### src/rtl/lsu_ctrl_pkg.sv
// lsu_ctrl_pkg: shared encodings for the load/store unit.
//   - access size codes (byte/half/word/reserved)
//   - FSM state codes for lsu_ctrl
//   - byte-lane count of the data bus
//   - is_misaligned(): alignment rule applied to an incoming request
package lsu_ctrl_pkg;

  localparam int NUM_LANES = 4;

  localparam logic [1:0] SZ_BYTE = 2'b00;
  localparam logic [1:0] SZ_HALF = 2'b01;
  localparam logic [1:0] SZ_WORD = 2'b10;
  localparam logic [1:0] SZ_RSVD = 2'b11;

  localparam logic [1:0] ST_IDLE   = 2'd0;
  localparam logic [1:0] ST_ACCESS = 2'd1;
  localparam logic [1:0] ST_WB     = 2'd2;

  // Reserved size is rejected the same way as a genuinely misaligned access.
  function automatic logic is_misaligned(input logic [1:0] size, input logic [1:0] off);
    case (size)
      SZ_BYTE: return 1'b0;
      SZ_HALF: return off[0];
      SZ_WORD: return |off;
      default: return 1'b1;
    endcase
  endfunction

endpackage

### src/rtl/lsu_align.sv
// lsu_align: combinational byte-lane logic for the LSU.
//   Store side: st_size/st_off/st_data -> st_strb (byte enables), st_wdata
//               (data replicated across every lane it could land in).
//   Load side:  ld_size/ld_off/ld_unsigned/ld_rdata -> ld_data (selected lane,
//               sign- or zero-extended; words pass straight through).
module lsu_align
  import lsu_ctrl_pkg::*;
#(
  parameter int DATA_WIDTH = 32
) (
  input  logic [1:0]            st_size,
  input  logic [1:0]            st_off,
  input  logic [DATA_WIDTH-1:0] st_data,
  output logic [NUM_LANES-1:0]  st_strb,
  output logic [DATA_WIDTH-1:0] st_wdata,
  input  logic [1:0]            ld_size,
  input  logic [1:0]            ld_off,
  input  logic                  ld_unsigned,
  input  logic [DATA_WIDTH-1:0] ld_rdata,
  output logic [DATA_WIDTH-1:0] ld_data
);

  logic [NUM_LANES-1:0][7:0] lanes;
  logic [7:0]                ld_byte;
  logic [15:0]               ld_half;
  logic                      sgn;

  assign lanes   = ld_rdata;
  assign ld_byte = lanes[ld_off];
  assign ld_half = ld_off[1] ? {lanes[3], lanes[2]} : {lanes[1], lanes[0]};

  always_comb begin
    st_strb  = '1;
    st_wdata = st_data;
    case (st_size)
      SZ_BYTE: begin
        st_strb  = 4'b0001 << st_off;
        st_wdata = {NUM_LANES{st_data[7:0]}};
      end
      SZ_HALF: begin
        st_strb  = 4'b0011 << st_off;
        st_wdata = {(NUM_LANES/2){st_data[15:0]}};
      end
      default: ;
    endcase
  end

  always_comb begin
    sgn     = 1'b0;
    ld_data = ld_rdata;
    case (ld_size)
      SZ_BYTE: begin
        sgn     = ~ld_unsigned & ld_byte[7];
        ld_data = {{(DATA_WIDTH-8){sgn}}, ld_byte};
      end
      SZ_HALF: begin
        sgn     = ~ld_unsigned & ld_half[15];
        ld_data = {{(DATA_WIDTH-16){sgn}}, ld_half};
      end
      default: ;
    endcase
  end

endmodule

### src/rtl/lsu_ctrl.sv
// lsu_ctrl: load/store unit between the ALU address and the register file.
//   req_*  : one-cycle request, sampled only while busy=0
//   busy   : request in flight (CPU stalls)
//   misaligned : one-cycle pulse, request rejected without bus activity
//   mem_*  : valid/ready data-memory bus, word-aligned address, byte strobes
//   rd_*   : one-cycle register write of extended load data
// FSM: IDLE -> ACCESS (hold bus request until mem_ready) -> WB (loads only).
// All outputs come straight from flops.
module lsu_ctrl
  import lsu_ctrl_pkg::*;
#(
  parameter int ADDRESS_WIDTH  = 5,
  parameter int DATA_WIDTH     = 32,
  parameter int MEM_ADDR_WIDTH = 32
) (
  input  logic                      clk,
  input  logic                      rst_n,
  input  logic                      req_valid,
  input  logic                      req_write,
  input  logic [1:0]                req_size,
  input  logic                      req_unsigned,
  input  logic [MEM_ADDR_WIDTH-1:0] req_addr,
  input  logic [DATA_WIDTH-1:0]     req_wdata,
  input  logic [ADDRESS_WIDTH-1:0]  req_rd,
  output logic                      busy,
  output logic                      misaligned,
  output logic                      mem_valid,
  output logic                      mem_write,
  output logic [MEM_ADDR_WIDTH-1:0] mem_addr,
  output logic [DATA_WIDTH/8-1:0]   mem_wstrb,
  output logic [DATA_WIDTH-1:0]     mem_wdata,
  input  logic                      mem_ready,
  input  logic [DATA_WIDTH-1:0]     mem_rdata,
  output logic                      rd_we,
  output logic [ADDRESS_WIDTH-1:0]  rd_addr,
  output logic [DATA_WIDTH-1:0]     rd_wdata
);

  logic [1:0]                state_q, state_d;
  logic                      write_q, write_d;
  logic [1:0]                size_q, size_d;
  logic                      uns_q, uns_d;
  logic [1:0]                off_q, off_d;
  logic [ADDRESS_WIDTH-1:0]  rd_q, rd_d;

  logic                      misaligned_q, misaligned_d;
  logic                      mem_valid_q, mem_valid_d;
  logic                      mem_write_q, mem_write_d;
  logic [MEM_ADDR_WIDTH-1:0] mem_addr_q, mem_addr_d;
  logic [DATA_WIDTH/8-1:0]   mem_wstrb_q, mem_wstrb_d;
  logic [DATA_WIDTH-1:0]     mem_wdata_q, mem_wdata_d;
  logic                      rd_we_q, rd_we_d;
  logic [ADDRESS_WIDTH-1:0]  rd_addr_q, rd_addr_d;
  logic [DATA_WIDTH-1:0]     rd_wdata_q, rd_wdata_d;

  logic [DATA_WIDTH/8-1:0]   st_strb;
  logic [DATA_WIDTH-1:0]     st_wdata;
  logic [DATA_WIDTH-1:0]     ld_data;
  logic                      hs;

  // Store steering works on the live request (bus fields are registered at
  // accept); load extraction works on the captured size/offset.
  lsu_align #(.DATA_WIDTH(DATA_WIDTH)) u_align (
    .st_size    (req_size),
    .st_off     (req_addr[1:0]),
    .st_data    (req_wdata),
    .st_strb    (st_strb),
    .st_wdata   (st_wdata),
    .ld_size    (size_q),
    .ld_off     (off_q),
    .ld_unsigned(uns_q),
    .ld_rdata   (mem_rdata),
    .ld_data    (ld_data)
  );

  assign hs = mem_valid_q & mem_ready;

  always_comb begin
    state_d      = state_q;
    write_d      = write_q;
    size_d       = size_q;
    uns_d        = uns_q;
    off_d        = off_q;
    rd_d         = rd_q;
    misaligned_d = 1'b0;
    mem_valid_d  = mem_valid_q;
    mem_write_d  = mem_write_q;
    mem_addr_d   = mem_addr_q;
    mem_wstrb_d  = mem_wstrb_q;
    mem_wdata_d  = mem_wdata_q;
    rd_we_d      = 1'b0;
    rd_addr_d    = rd_addr_q;
    rd_wdata_d   = rd_wdata_q;
    case (state_q)
      ST_IDLE: begin
        if (req_valid) begin
          if (is_misaligned(req_size, req_addr[1:0])) begin
            misaligned_d = 1'b1;
          end else begin
            state_d     = ST_ACCESS;
            write_d     = req_write;
            size_d      = req_size;
            uns_d       = req_unsigned;
            off_d       = req_addr[1:0];
            rd_d        = req_rd;
            mem_valid_d = 1'b1;
            mem_write_d = req_write;
            mem_addr_d  = {req_addr[MEM_ADDR_WIDTH-1:2], 2'b00};
            mem_wstrb_d = req_write ? st_strb : '0;
            mem_wdata_d = req_write ? st_wdata : '0;
          end
        end
      end
      ST_ACCESS: begin
        if (hs) begin
          mem_valid_d = 1'b0;
          mem_write_d = 1'b0;
          mem_addr_d  = '0;
          mem_wstrb_d = '0;
          mem_wdata_d = '0;
          if (write_q) begin
            state_d = ST_IDLE;
          end else begin
            state_d    = ST_WB;
            rd_addr_d  = rd_q;
            rd_wdata_d = ld_data;
            rd_we_d    = |rd_q;  // x0 is never written
          end
        end
      end
      ST_WB:   state_d = ST_IDLE;
      default: state_d = ST_IDLE;
    endcase
  end

  always_ff @(posedge clk or negedge rst_n) begin
    if (!rst_n) begin
      state_q      <= ST_IDLE;
      write_q      <= 1'b0;
      size_q       <= '0;
      uns_q        <= 1'b0;
      off_q        <= '0;
      rd_q         <= '0;
      misaligned_q <= 1'b0;
      mem_valid_q  <= 1'b0;
      mem_write_q  <= 1'b0;
      mem_addr_q   <= '0;
      mem_wstrb_q  <= '0;
      mem_wdata_q  <= '0;
      rd_we_q      <= 1'b0;
      rd_addr_q    <= '0;
      rd_wdata_q   <= '0;
    end else begin
      state_q      <= state_d;
      write_q      <= write_d;
      size_q       <= size_d;
      uns_q        <= uns_d;
      off_q        <= off_d;
      rd_q         <= rd_d;
      misaligned_q <= misaligned_d;
      mem_valid_q  <= mem_valid_d;
      mem_write_q  <= mem_write_d;
      mem_addr_q   <= mem_addr_d;
      mem_wstrb_q  <= mem_wstrb_d;
      mem_wdata_q  <= mem_wdata_d;
      rd_we_q      <= rd_we_d;
      rd_addr_q    <= rd_addr_d;
      rd_wdata_q   <= rd_wdata_d;
    end
  end

  assign busy       = (state_q != ST_IDLE);
  assign misaligned = misaligned_q;
  assign mem_valid  = mem_valid_q;
  assign mem_write  = mem_write_q;
  assign mem_addr   = mem_addr_q;
  assign mem_wstrb  = mem_wstrb_q;
  assign mem_wdata  = mem_wdata_q;
  assign rd_we      = rd_we_q;
  assign rd_addr    = rd_addr_q;
  assign rd_wdata   = rd_wdata_q;

endmodule

### config.mk
export PLATFORM = sky130hd
export DESIGN_NAME = lsu_ctrl
export DESIGN_NICKNAME = d
export VERILOG_FILES = /design/src/rtl/lsu_ctrl_pkg.sv /design/src/rtl/lsu_align.sv /design/src/rtl/lsu_ctrl.sv
export SDC_FILE = /design/constraint.sdc
export NUM_CORES = 1
export LEC_CHECK = 0
export ABC_AREA = 1
export CORE_UTILIZATION = 44
export CTS_CLUSTER_DIAMETER = 40
export DETAILED_ROUTE_END_ITERATION = 12
export PLACE_DENSITY = 0.81
export SYNTH_ARGS = -nofsm -noshare
export SYNTH_HDL_FRONTEND = slang
export SYNTH_SLANG_ARGS = --single-unit
### constraint.sdc
create_clock -name clk -period 1.78 [get_ports clk]
set_input_delay 0.356 -clock clk [delete_from_list [all_inputs] [get_ports clk]]
set_output_delay 0.356 -clock clk [all_outputs]
set_load 0.005 [all_outputs]
### Yosys cells after proc, flatten, opt, wreduce, memory -nomap -nowiden

Cells that the tools add are included.

* register bits after elaboration: 122
* bits of input ports: 109
* output and inout port bits: 110
* logic and storage cells: 82

* $lt $le $gt $ge: 1
* equal/unequal tests: 7
* shifts and indexed selects: 2
* multiplexer cells: 40
* bitwise operators: 6
* reduce and logical (&&, ||, !) cells: 11

Operator list (count)
* case mux 32 bit (2 select lines): 4
* 2-to-1 mux 32 bit: 6
* binary-select mux 8 bit (select 2 bit): 1
* 2-to-1 mux 16 bit: 1
* 2-to-1 mux 4 bit: 4
* case mux 4 bit (2 select lines): 2
* 2-to-1 mux 1 bit: 13
* AND reduction 3 bit: 3
* 2-to-1 mux 2 bit: 4
* 2-to-1 mux 8 bit: 1
* == test 2 x 1 -> 1 bit, second input constant: 3
* zero test 2 bit: 3
* != test 2 bit, second input constant: 3
* OR reduction 5 bit: 1
* case mux 1 bit (2 select lines): 2
* case mux 2 bit (2 select lines): 1
* AND reduction 4 bit: 1
* nonzero test 2 bit: 2
* << shifter 1 x 2 -> 4 bit, first input constant: 1
* << shifter 2 x 2 -> 4 bit, first input constant: 1
* AND 1 bit: 3
* less-than comparator 2 x 3 -> 1 bit, second input constant: 1
* inverter 1 bit: 3
* case mux 1 bit (3 select lines): 1
* 2 further kinds: 2

### Logic depth before layout (Yosys ltp)

Gate-level depths: netlist of the first run.

* word-level depth: 7
* gate-level depth with buffers: 10
* mapped depth without buffers: 9

### Modules after synthesis

Synthesis of the first run repeated with hierarchy kept, for this count alone.

* cells, all modules: 848
* area total of the unflattened synthesis: 6200.9 um^2

Modules (own cells, without submodules)
* lsu_ctrl: times used 1, cells each 601, area an instance 5011.1 um^2, sequential area each 3002.9 um^2
* lsu_align: times used 1, cells each 247, area an instance 1189.9 um^2, sequential area each 0.0 um^2

### Worst setup path after synthesis of the first run

Ideal clock, no wire load.

* path type: reg-to-reg
* start: reg size_q[1]
* end: reg rd_wdata_q[21], in the netlist rd_wdata[21]
* setup time: 0.077 ns
* data arrival time: 1.239 ns
* data required time: 1.703 ns
* path slack: 0.463 ns
* cell stages (with the launch flop): 10
* buffers on the path: 2
* clock period less this slack: 1.317 ns
* cell sequence: dfrtp_1 > buf_2 > inv_2 > nand2_4 > nor2_8 > nand2_1 > nand3_1 > nand2_2 > buf_6 > a21oi_1

* cells in the longest elaborated chain, start to end: 2
* elaborated cells between the ends (all ways): 3
* those cells by class: 1 x eq/ne; 1 x mux; 1 x reduce/logical

Ends and longest elaborated chain
* start: declaration: line lsu_ctrl.sv:41 `logic [1:0] size_q, size_d;`
* start signal: assignment: line lsu_ctrl.sv:156 `size_q <= size_d;`
* == test 2 x 1 -> 1 bit or zero test 2 bit (tied branches)
* case mux 32 bit (2 select lines) *: line lsu_align.sv:51 `case (ld_size)`
* end signal: assignment: line lsu_ctrl.sv:168 `rd_wdata_q <= rd_wdata_d;`
* end: declaration: line lsu_ctrl.sv:54 `logic [DATA_WIDTH-1:0] rd_wdata_q, rd_wdata_d;`

Mark *: on every way between the ends. The rest lies on a longest branch, timed or not.
A chain may end at the register's enable or synchronous reset.

### Final worst setup path of the first run

* start: reg mem_wdata_q[10], in the netlist mem_wdata[10]
* end: out mem_wdata[10]

RTL lines
* start: declaration: line lsu_ctrl.sv:51 `logic [DATA_WIDTH-1:0] mem_wdata_q, mem_wdata_d;`
* start signal: assignment: line lsu_ctrl.sv:165 `mem_wdata_q <= mem_wdata_d;`
* end: declaration: line lsu_ctrl.sv:31 `output logic [DATA_WIDTH-1:0] mem_wdata,`

No word-level cell between the ends.

==> impl_metrics.py, run 1 <==
metrics = {
    "power_and_ir_drop": {
        "power.density_mw_per_mm2": 1517,
        "static-leakage-power_nw": 4.199,
        "irDropWorstVdd_mv": 0.8938,
    },
    "drt": {
        "drtPass1Iterations": 5,
        "wirelength_um": 15700,
        "antenna_left": 0,
        "vias": 5417,
        "viasPerCell": 4.880,
        "drt-wirelength-per-cell_um": 14.14,
        "drc": 0,
        "dr.first_iter.drc_count": 647,
    },
    "global_route": {
        "use_met2_pct": 41.92,
        "grtUsageMet1_pct": 31.81,
        "grt_usage_pct": 25.51,
        "antenna_found_initial": 0,
        "grt_max_degree": 120,
        "first_global_vias": 5103,
        "grt_overflow": 0,
        "grt.busiest_layer": "met2",
        "grt_pass1_wl_um": 25340,
        "globalRouteMet3Util_pct": 8.130,
    },
    "floorplanning": {
        "dieArea_mm2": 0.01287,
        "design.core.area_mm2": 0.01206,
        "initial_utilization_pct": 45.29,
        "die_w_um": 113.4,
        "rows": 40,
        "dieHeight_um": 113.4,
        "pin_count": 219,
    },
    "clock_tree": {
        "clock-sinks": 120,
        "cts-root-buf": "clkbuf_16",
        "cts_tree": "built",
        "clk_pin_slew_worst_paths_ps": 60,
        "htree_levels": 4,
        "clock_latency_ps": 400,
        "clk_path_buf_depth": 2,
        "cts_buffers": 17,
    },
    "synth": {
        "synthesis.instances": 699,
        "yosys-top-cells-area": "dfrtp_1 (55%), nand2_1 (24%), a21oi_1 (4.5%), o21ai_0 (3.6%), nor2_1 (2.3%)",
        "yosysSeqAreaShare_pct": 54.97,
        "synth_area_leader_cell": "dfrtp_1",
        "synth.distinct_cells": 23,
        "synth_area_mm2": 0.005463,
        "ys_ff_latch": 120,
        "avgSynthCellArea_um2": 7.815,
        "synth_top_area_share_pct": 54.97,
        "ys_warn_count": 0,
    },
    "finish": {
        "antennaDiodeCount": 0,
        "drive_gt1_share_pct": 9.448,
        "final_nets": 1038,
        "syn_to_final_growth_pct": 55.41,
    },
    "run_status": {
        "status": "completed",
    },
    "worst_setup_path": {
        "critical_path.max_fanout": 2,
        "critical-path-top-delay-family": "buffers and inverters",
        "slowest_stage": "clkdlybuf4s50_1",
        "worstPathRequired_ps": 1420,
        "cp_slowest_stage_delay_ps": 520,
        "cp_cell_sequence": "clkdlybuf4s50_1",
        "end_kind": "output port",
        "crit_path_start_kind": "flop",
        "cp.arrival_ps": 1320,
        "path_class": "reg2out",
        "crit_buf_inv": 1,
    },
    "min_path": {
        "hp-class": "in2async",
    },
    "placement": {
        "gp_congestion": 0.8397,
        "port-buffer-count": 216,
        "pre_cts_ws_ps": -133.4,
        "hpwl_um": 11120,
    },
    "sta": {
        "slew_headroom_pct": 54.26,
        "hold_slack_ps": 274.5,
        "rsz0062_at_grt": "false",
        "fin_crit_sh_pct": 94.16,
        "layout_setup_ws_ps": 103.9,
        "period_minus_slack_ps": 1676,
        "drv_slew": 0,
        "fmax_mhz": 596.6,
        "tightest_slew_ps": 686.0,
        "setup_viol": 0,
        "fin_setup_tns_ps": 0,
        "hold_viol_final": 0,
        "finClkSkew_ps": 8.605,
    },
    "flow_run": {
        "maxCapViolCount": 0,
    },
}
## power breakdown
part	internal, mW	total, mW	switching [mW]
clock network	1.82	3.08	1.26
logic	2.80	5.31	2.52
registers	3.83	4.48	0.654
## synth_stat cells
library cell and instances:
or2_2 17, buf_2 15, nand3_2 1, nor3_1 1, dfrtp_1 120, conb_1 1, nor2_1 34, inv_1 27
a21oi_1 49, nor2_2 1, buf_4 4, o22ai_1 8, a31oi_1 1, nor2_8 1, nand2_1 344, o21ai_0 39
nand3_1 11, nand2_2 1, nand2_4 1, clkbuf_1 14, inv_2 5, buf_6 3, a21oi_2 1
## logic make-up after synthesis
| family | synth area share (%) |
|---|---|
| AOI/OAI and AO/OA | 9.254 |
| buffers and inverters | 5.703 |
| DFF | 54.97 |
| other | 0.06865 |
| and+or+nand+nor | 30.00 |
## per-layer routing
metal / vias to the layer above / share of wire, %
li1: 2636 / -
met1: 2491 / 40
met2: 265 / 48
met3: 25 / 9.7
met4: 0 / 1.7
met5: - / 0
## placed cells by master (no fill, tap or decap), types with 2 or more instances in the layout
master	Yosys	layout
o21ai_0	39	39
buf_4	4	25
a21oi_1	49	49
o22ai_1	8	8
conb_1	1	2
dfrtp_1	120	120
inv_6	0	2
nor2_1	34	34
clkinv_4	0	4
clkinvlp_4	0	5
nand3_1	11	11
inv_2	5	5
or2_2	17	17
clkinv_2	0	2
nand2_1	344	344
clkbuf_16	0	17
clkdlybuf4s50_1	0	214
buf_12	0	5
inv_1	27	27
## registers in the layout (all words and copies together), names as in the netlist
signal,flops
write_q,1
uns_q,1
mem_addr,30
state_q,2
mem_write,1
rd_wdata,32
rd_we,1
misaligned,1
rd_addr,5
rd_q,5
mem_valid,1
mem_wstrb,4
size_q,2
mem_wdata,32
off_q,2
## metrics by stage
stage               util (%)  instance area [um^2]  power (mW)  instances
finish                 70.38                  8489       12.88       1110
global placement       65.77                  7933       9.710       1077
global route           70.38                  8489       13.74       1110
detailed placement     65.77                  7933       9.830       1077
floorplan                  -                  5466       6.811        700
CTS                    70.38                  8489       12.97       1110
## worst paths after layout
path	from	endpoint	slack (ps)	cells past startpoint
worst max-delay path	mem_wdata[10]	mem_wdata[10]	100	1
max in group asynchronous	rst_n	mem_addr[25]	680	3
min in group clk	mem_addr[18]	mem_addr[18]	470	2
worst max register to register	size_q[0]	rd_wdata[28]	280	7
worst min-delay path	rst_n	rd_wdata[5]	270	2
worst min register to register	mem_addr[18]	mem_addr[18]	470	2
## final cells by class
type,instances,area [um^2]
clock buffers,19,442.9
clock inverters,13,100.1
fillers,982,3572
inverters,32,120.1
multi-input cells,512,2165
flip-flops and latches,120,3003
well taps,168,210.2
repair buffers,246,2449
## timing repair
item	CTS	global route
setup endpoints to repair	1	0
gates resized for setup	2	0
hold buffers	1	0
buffers inserted	0	0
endpoints found under the hold margin	1	0
Note: power is estimated with default switching activity, not from simulation.
==> run 2, diff against run 1 <==
--- a/config.mk
+++ b/config.mk
@@ -9,7 +9,7 @@
 export CORE_UTILIZATION = 44
 export CTS_CLUSTER_DIAMETER = 40
 export DETAILED_ROUTE_END_ITERATION = 12
-export PLACE_DENSITY = 0.81
+export PLACE_DENSITY_LB_ADDON = 0.25
 export SYNTH_ARGS = -nofsm -noshare
 export SYNTH_HDL_FRONTEND = slang
 export SYNTH_SLANG_ARGS = --single-unit
==> run 2 against run 1 <==
Net effect: register-to-register slack lost 30 ps; worst setup slack gained 1.0 ps; maximum frequency is essentially flat; via count grew 0.17%.
==> impl_metrics.py, run 2 (same netlist as run 1, synthesis figures left out) <==
metrics = {
    "finish": {
        "antennaDiodeCount": 0,
        "multi_input_area_mm2": 0.002160,
        "final_nets": 1038,
        "n_fill_cell": 971,
        "finalInstanceArea_mm2": 0.008559,
        "most-common-layout-cells": "nand2_1 (344), clkdlybuf4s50_1 (214), dfrtp_1 (120), a21oi_1 (49), o21ai_0 (39)",
        "seq_area_mm2": 0.003003,
        "syn_to_final_growth_pct": 56.69,
        "layout_commonest_cell": "nand2_1",
        "drive_gt1_share_pct": 9.448,
    },
    "drt": {
        "drc": 0,
        "wirelength_um": 15770,
        "vias": 5426,
        "antenna_left": 0,
        "viasPerCell": 4.888,
        "drtPass1Iterations": 5,
        "dr.first_iter.drc_count": 405,
        "drt-wirelength-per-cell_um": 14.21,
    },
    "clock_tree": {
        "cts_tree": "built",
        "clock-sinks": 120,
        "htree_levels": 4,
        "clk_path_buf_depth": 2,
        "clock_latency_ps": 410,
        "cts_buffers": 17,
        "cts-root-buf": "clkbuf_16",
        "clk_pin_slew_worst_paths_ps": 50,
    },
    "worst_setup_path": {
        "path_class": "reg2out",
        "crit_buf_inv": 1,
        "cp_slowest_stage_delay_ps": 520,
        "cp_cell_sequence": "clkdlybuf4s50_1",
        "end_kind": "output port",
        "critical-path-top-delay-family": "buffers and inverters",
        "cp.arrival_ps": 1320,
        "critical_path.max_fanout": 2,
        "crit_path_start_kind": "flop",
        "worstPathRequired_ps": 1420,
        "slowest_stage": "clkdlybuf4s50_1",
        "r2r_slack_ps": 250,
    },
    "power_and_ir_drop": {
        "static-leakage-power_nw": 4.257,
        "total_power_mw": 13.19,
        "irDropWorstVdd_mv": 0.8618,
        "power.density_mw_per_mm2": 1541,
    },
    "flow_run": {
        "maxCapViolCount": 0,
    },
    "floorplanning": {
        "dieHeight_um": 113.4,
        "die_w_um": 113.4,
        "dieArea_mm2": 0.01287,
        "rows": 40,
        "design.core.area_mm2": 0.01206,
        "initial_utilization_pct": 45.29,
        "pin_count": 219,
    },
    "placement": {
        "port-buffer-count": 216,
        "hpwl_um": 11450,
        "pre_cts_ws_ps": -129.3,
        "gp_congestion": 0.8846,
        "dpl_cell_area_mm2": 0.007950,
    },
    "sta": {
        "hold_viol_final": 0,
        "layout_setup_ws_ps": 105.0,
        "hold_slack_ps": 472.4,
        "fin_setup_tns_ps": 0,
        "fin_crit_sh_pct": 94.10,
        "finClkSkew_ps": 7.185,
        "setup_viol": 0,
        "fmax_mhz": 597.0,
        "period_minus_slack_ps": 1675,
        "drv_slew": 0,
        "rsz0062_at_grt": "false",
    },
    "run_status": {
        "status": "completed",
    },
    "min_path": {
        "hp-class": "reg2reg",
    },
    "global_route": {
        "grt_usage_pct": 25.57,
        "grt_overflow": 0,
        "grt_max_degree": 69,
        "first_global_vias": 5406,
        "antenna_found_initial": 0,
        "grt_pass1_wl_um": 25580,
    },
}
-- run 2: changes by cell type in the layout (fill, tap and decap cells not counted), sizes merged --
cell / before / now
clkinvlp: 5 / 0
clkbuf: 19 / 23
bufinv: 0 / 2
inv: 34 / 32
clkinv: 6 / 7
-- run 2: path summary, 6_finish.rpt --
kind	depth (start not counted)	start	to
max	1	mem_wdata[15]	mem_wdata[15]
min	2	mem_wstrb[1]	mem_wstrb[1]
max reg2reg	9	off_q[1]	rd_wdata[15]
min reg2reg	2	mem_wstrb[1]	mem_wstrb[1]
max in group asynchronous	3	rst_n	mem_addr[18]
min in group asynchronous	3	rst_n	rd_q[4]
-- run 2: per-stage QoR --
stage	cells	utilization, %
2_1_floorplan	700	-
3_3_place_gp	1076	65.91
3_5_place_dp	1076	65.91
4_1_cts	1110	70.96
5_1_grt	1110	70.96
6_report	1110	70.96
-- run 2: timing repair --
item	4_1_cts	5_1_grt
buffers inserted	1	0
setup endpoints to repair	1	0
gates resized for setup	1	0
endpoints found under the hold margin	85	0
hold buffers	1	0
-- run 2: layout make-up --
class / instances / share of cell area (%)
multi-input cells: 512 / 25.23
clock buffers: 23 / 5.818
clock inverters: 9 / 1.111
repair buffers: 246 / 28.90
inverters: 32 / 1.403
flip-flops and latches: 120 / 35.08
well taps: 168 / 2.456
-- run 2: tightest hold or removal path: cells and delay by family, from the launching register on --
kind / cells / cell delay (ps)
flops: 1 / 340
simple gates: 2 / 100
-- run 2: report_power, final --
group          switching [mW]  internal [mW]  total, mW
Sequential              0.649           3.83       4.48
Combinational            2.52           2.80       5.32
Clock                    1.16           2.23       3.39
Total                    4.33           8.86       13.2
-- run 2: routing by layer --
metal | vias to the layer above | part of all wire, % | global-route usage [%]
met3 | 25 | 8.4 | 7.386
met2 | 235 | 50 | 44.50
met4 | 0 | 1.9 | 10.26
met1 | 2532 | 40 | 29.77
met5 | - | 0 | 0
li1 | 2634 | - | -
==> run 3, diff against run 2 <==
--- a/config.mk
+++ b/config.mk
@@ -10,6 +10,7 @@
 export CTS_CLUSTER_DIAMETER = 40
 export DETAILED_ROUTE_END_ITERATION = 12
 export PLACE_DENSITY_LB_ADDON = 0.25
+export SLEW_MARGIN = 25
 export SYNTH_ARGS = -nofsm -noshare
 export SYNTH_HDL_FRONTEND = slang
 export SYNTH_SLANG_ARGS = --single-unit
==> results of run 3 <==
The final DEF is identical to that of run 2; final timing and power are the same.
